===== src/rtl/handshake_rr_arbiter.sv =====
// handshake_rr_arbiter
//   Shares one valid/ack channel among NREQ requesters. Requester i holds
//   req[i] and its data in req_data[i*DW +: DW] until it sees req_done[i].
//   The winner is picked round-robin, starting one past the last served
//   requester. The winner's data is latched and held on the channel until
//   ack. A one-cycle DONE state then separates consecutive transfers.
//
// Ports
//   clk       : clock, rising edge
//   rstn      : synchronous active-low reset
//   req       : [NREQ]    per-requester request level
//   req_data  : [NREQ*DW] packed requester data
//   req_done  : [NREQ]    one-hot, one-cycle completion pulse
//   grant     : [NREQ]    one-hot owner of the channel, zero when idle
//   valid     : channel valid to downstream
//   data      : [DW]      channel data (registered)
//   ack       : downstream acknowledge
//   busy      : high while not IDLE
module handshake_rr_arbiter #(
  parameter int NREQ = 4,
  parameter int DW   = 8
) (
  input  logic               clk,
  input  logic               rstn,
  input  logic [NREQ-1:0]    req,
  input  logic [NREQ*DW-1:0] req_data,
  output logic [NREQ-1:0]    req_done,
  output logic [NREQ-1:0]    grant,
  output logic               valid,
  output logic [DW-1:0]      data,
  input  logic               ack,
  output logic               busy
);

  localparam int LW = $clog2(NREQ);

  typedef enum logic [1:0] {
    IDLE     = 2'd0,
    WAIT_ACK = 2'd1,
    DONE     = 2'd2
  } state_t;

  state_t            state_q, state_d;
  logic              valid_q, valid_d;
  logic [DW-1:0]     data_q, data_d;
  logic [NREQ-1:0]   grant_q, grant_d;
  logic [NREQ-1:0]   req_done_q, req_done_d;
  logic              busy_q, busy_d;
  logic [LW-1:0]     last_q, last_d;
  logic [LW-1:0]     owner_q, owner_d;

  // Round-robin search: first requester at or after last+1, wrapping upward.
  logic              win_found;
  logic [LW-1:0]     win_idx;

  // NOTE: combinational blocks use blocking '=' and assign every output a
  // default first, so no path through the block can infer a latch.
  always_comb begin
    win_found = 1'b0;
    win_idx   = '0;
    for (int off = 1; off <= NREQ; off++) begin
      if (!win_found && req[(int'(last_q) + off) % NREQ]) begin
        win_found = 1'b1;
        win_idx   = LW'((int'(last_q) + off) % NREQ);
      end
    end
  end

  always_comb begin
    state_d    = state_q;
    valid_d    = valid_q;
    data_d     = data_q;
    grant_d    = grant_q;
    req_done_d = '0;
    last_d     = last_q;
    owner_d    = owner_q;

    case (state_q)
      IDLE: begin
        if (win_found) begin
          state_d          = WAIT_ACK;
          valid_d          = 1'b1;
          data_d           = req_data[int'(win_idx)*DW +: DW];
          grant_d          = '0;
          grant_d[win_idx] = 1'b1;
          owner_d          = win_idx;
        end
      end
      WAIT_ACK: begin
        // Channel contents stay frozen; req and req_data changes are ignored.
        if (ack) begin
          state_d    = DONE;
          valid_d    = 1'b0;
          grant_d    = '0;
          req_done_d = grant_q;
          last_d     = owner_q;
        end
      end
      DONE: begin
        // Spacer cycle: no arbitration, so the requester can drop req.
        state_d = IDLE;
      end
      default: begin
        state_d = IDLE;
        valid_d = 1'b0;
        grant_d = '0;
      end
    endcase

    busy_d = (state_d != IDLE);
  end

  // NOTE: sequential state uses non-blocking '<=' so every flop samples its
  // _d value from before the edge, independent of statement order.
  always_ff @(posedge clk) begin
    if (!rstn) begin
      state_q    <= IDLE;
      valid_q    <= 1'b0;
      data_q     <= '0;
      grant_q    <= '0;
      req_done_q <= '0;
      busy_q     <= 1'b0;
      last_q     <= LW'(NREQ - 1);
      owner_q    <= '0;
    end else begin
      state_q    <= state_d;
      valid_q    <= valid_d;
      data_q     <= data_d;
      grant_q    <= grant_d;
      req_done_q <= req_done_d;
      busy_q     <= busy_d;
      last_q     <= last_d;
      owner_q    <= owner_d;
    end
  end

  assign valid    = valid_q;
  assign data     = data_q;
  assign grant    = grant_q;
  assign req_done = req_done_q;
  assign busy     = busy_q;

endmodule


===== config.mk =====
export PLATFORM = sky130hd
export DESIGN_NAME = handshake_rr_arbiter
export DESIGN_NICKNAME = d
export VERILOG_FILES = /design/src/rtl/handshake_rr_arbiter.sv
export SDC_FILE = /design/constraint.sdc
export NUM_CORES = 1
export LEC_CHECK = 0
export ABC_CLOCK_PERIOD_IN_PS = 2000
export CAP_MARGIN = 10
export CORE_ASPECT_RATIO = 1.25
export CORE_MARGIN = 2
export CORE_UTILIZATION = 60
export CTS_CLUSTER_DIAMETER = 120
export DETAILED_ROUTE_END_ITERATION = 6
export DONT_BUFFER_PORTS = 1
export PLACE_DENSITY = 0.85
export RECOVER_POWER = 100
export SYNTH_ARGS = -nofsm -noshare
export SYNTH_HDL_FRONTEND = slang
export SYNTH_SLANG_ARGS = --single-unit

===== constraint.sdc =====
create_clock -name clk -period 2 [get_ports clk]
set_input_delay 0.2 -clock clk [delete_from_list [all_inputs] [get_ports clk]]
set_output_delay 0.2 -clock clk [all_outputs]
set_load 0.005 [all_outputs]

==> impl_metrics.tcl <==
set metrics [dict create \
    p_clk_share_pct 31.3 \
    fp-row-count 18 \
    final_period_minus_worst_setup_slack_ns 1.78 \
    filler_cell_count 175 \
    preCtsSetupSlack_ns 0.202 \
    cts.root.buffer_cell "sky130_fd_sc_hd__clkbuf_4" \
    clock_latency_ns 0.32 \
    async_reset_ff_share_pct 0 \
    worst_hold_path_type "primary input to register" \
    global_route.usage.met1_pct 24.7 \
    period_share_pct 89.2 \
    tritoncts "done" \
    port-buffer-count 0 \
    hp-start "rstn" \
    post_synth_inst_count 130 \
    synth_largest_area_cell "sky130_fd_sc_hd__dfxtp_1" \
    worst_r2r_startpoint "last_q[0]" \
    r2r_setup_slk_ns 0.22 \
    via_count 943 \
    relSlewSlack_pct 67.2 \
    power_frac_seq_pct 49.6 \
    final_cell_mix "sky130_fd_sc_hd__dfxtp_1, sky130_fd_sc_hd__nor2_1, sky130_fd_sc_hd__nor3_1, sky130_fd_sc_hd__mux2i_1, sky130_fd_sc_hd__mux2_2" \
    worst_r2r_endpoint "data[6]" \
    total_power_mw 1.11 \
    regArea_um2 480 \
    synth.avg_cell_area_um2 9.29 \
    firstDrtPassIters 4 \
    use_met2_pct 40.2 \
    ctsHtreeMaxLevel 1 \
    number_of_antenna_violating_nets_in_the_routed_design 0 \
    rsz0062_at_grt "false" \
    cts-root-to-sink-buffers 2 \
    insertedDiodeCount 0 \
    timing.final.hold_violations 0 \
    grt_antenna_before_repair 0 \
    power.share.switching_pct 26.1 \
    worst_ir_drop_vdd_v 0.000481 \
    die_h_um 54.2 \
    multi_input_comb_area_um2 652 \
    numPlacedInstances 146 \
    post_cts_buffers 0 \
    cts_buffers 3 \
    cell_internal_power_mw 0.823 \
    grt_max_usage_layer "met2" \
    layout.cells.non_filler 151 \
    dominantRegCellSynth "sky130_fd_sc_hd__dfxtp_1" \
    worst_hold_path_cells 2 \
    reg2regPathDepth 6 \
    comb_power_share_pct 19.1 \
    synth_enable_flop_cells 0 \
    global_route.usage.total_pct 22.0 \
    timing.setup.tns_ns 0 \
    synthDominantCellAreaShare_pct 39.8 \
    layout_setup_ws_ns 0.215 \
    detailedRoute.firstIterationViolations 15 \
    grt_pass1_wl_um 3880 \
    finalWirelength_um 2440 \
    post_cts.resized_instances 0 \
    timing.critical_path.to_type "register" \
    distinct_cell_type_count_after_synthesis 30 \
    worst_pin_slew_ns 0.492 \
    timing.critical_path.fanout_max 18 \
    overflow 0 \
    grt_start_max_net_pins 19 \
    post-route-drc-count 0 \
    gr-usage-met3_pct 4.03 \
    criticalPathCategory "register to register" \
    fp.dieW_um 44.1 \
    status "finished, final reports clean" \
    hold_end "data[7]" \
    drive_gt1_share_pct 14.5 \
    synthesis.area_um2 1210 \
    dp_hpwl_um 1800 \
    synth.area.top_cells "sky130_fd_sc_hd__dfxtp_1, sky130_fd_sc_hd__mux2i_1, sky130_fd_sc_hd__mux2_2, sky130_fd_sc_hd__nor3_1, sky130_fd_sc_hd__nor2_1" \
    finalSetupViolations 0 \
    maxSlewViolCount 0 \
    cp-start-kind "register" \
    power_density_nw_per_um2 886 \
    synth-seq-area-share_pct 39.8 \
    syn2layout_area_growth_pct 4.25 \
    post_drt_via_cell_ratio 6.25 \
    maxCapViolCount 0 \
    cp.required_ns 2.21 \
    critPathArrivalTime_ns 1.99 \
    core_area_um2 1940 \
    skew_ns 0.00406 \
    syn-num-nets 169 \
    cellLeakagePower_nw 0.502 \
    routabilityCongestion 0.744 \
    clk_pin_slew_worst_paths_ns 0.13 \
    achievable-frequency_ghz 0.560 \
    layout.nets 171 \
    clkSinkCount 24 \
    io-pin-count 57 \
    synth-warning-count 0 \
    layout_commonest_cell "sky130_fd_sc_hd__dfxtp_1" \
    p_switching_mw 0.291 \
    cts_hold_buf 1 \
    detail_route.wl_per_cell_um 16.1 \
    initial_utilization_pct 62.3 \
    die_area_um2 2390 \
    grt_pass1_vias 893 \
    postSynthRegisterBits 24 \
]
-- worst max-delay path, stage by stage, from the launching register on --
cell and delay (ns):
sky130_fd_sc_hd__dfxtp_1 0.37, sky130_fd_sc_hd__nor2b_1 0.07, sky130_fd_sc_hd__o21a_1 0.21, sky130_fd_sc_hd__nor3_4 0.20
sky130_fd_sc_hd__buf_12 0.19, sky130_fd_sc_hd__mux2_2 0.34, sky130_fd_sc_hd__a2111oi_0 0.27
-- power by group through the flow --
stage          sequential, mW  combinational, mW  clock, mW
6_report                0.553              0.213      0.348
5_1_grt                 0.560              0.236      0.369
4_1_cts                 0.554              0.225      0.353
3_5_place_dp            0.565              0.222          0
3_3_place_gp            0.565              0.213          0
2_1_floorplan           0.556              0.193          0
-- cell type report --
cell class | count | share of cell area, %
multi-input combinational | 98 | 51.8
timing repair buffer | 4 | 3.58
clock inverter | 1 | 2.39
clock buffer | 3 | 1.79
inverter | 1 | 0.298
sequential | 24 | 38.2
tap | 20 | 1.99
-- synthesized netlist by cell type, types with 2 or more instances --
| cell type | number |
|---|---|
| sky130_fd_sc_hd__buf_6 | 2 |
| sky130_fd_sc_hd__a22oi_1 | 2 |
| sky130_fd_sc_hd__nor3_1 | 12 |
| sky130_fd_sc_hd__mux2_2 | 8 |
| sky130_fd_sc_hd__clkbuf_1 | 3 |
| sky130_fd_sc_hd__buf_4 | 2 |
| sky130_fd_sc_hd__o21ai_0 | 6 |
| sky130_fd_sc_hd__dfxtp_1 | 24 |
| sky130_fd_sc_hd__o21a_1 | 2 |
| sky130_fd_sc_hd__nor2_1 | 15 |
| sky130_fd_sc_hd__and2_1 | 4 |
| sky130_fd_sc_hd__nor2b_1 | 2 |
| sky130_fd_sc_hd__mux2i_1 | 11 |
| sky130_fd_sc_hd__a2111oi_2 | 3 |
| sky130_fd_sc_hd__a21oi_1 | 6 |
| sky130_fd_sc_hd__nand2b_1 | 4 |
| sky130_fd_sc_hd__nand3_1 | 5 |
| sky130_fd_sc_hd__nand2_1 | 6 |
| sky130_fd_sc_hd__a2111oi_1 | 2 |
-- state kept, by name (all words and copies together) (netlist names) --
signal    count
data          8
state_q       2
last_q        2
req_done      4
valid         1
owner_q       2
busy          1
grant         4
-- worst max-delay path by stage --
stage	slack (ns)	end	from
floorplan	0.31	data[3]	last_q[0]
global placement	0.28	data[4]	req[1]
detailed placement	0.20	data[2]	req[1]
CTS	0.22	data[2]	last_q[0]
global route	0.08	data[5]	last_q[0]
finish	0.22	data[6]	last_q[0]
-- per-stage QoR --
stage                     util, %  cell area (um2)  hold slack, ns
final                        65.0             1260          0.0152
after detailed placement     62.9             1220           0.277
after floorplan                 -             1210           0.432
after global placement       62.9             1220           0.274
after global routing         65.0             1260          0.0201
after CTS                    66.1             1280          0.0127
-- cells by family (layout without fill, tap and decap cells) --
family          Yosys count  after routing  share of synthesized area (%)
compound gates           23             23                           14.7
buf+inv                   8              9                           4.35
flops                    24             24                           39.8
mux                      19             19                           16.6
simple gates             56             56                           24.6
-- per-layer routing --
| metal | part of all wire (%) | routed length (um) |
|---|---|---|
| met1 | 40 | 978 |
| met3 | 7.2 | 175 |
| met4 | 0.98 | 24 |
| met5 | 0 | 0 |
| met2 | 52 | 1260 |
Power figures use the tool's default switching activity.
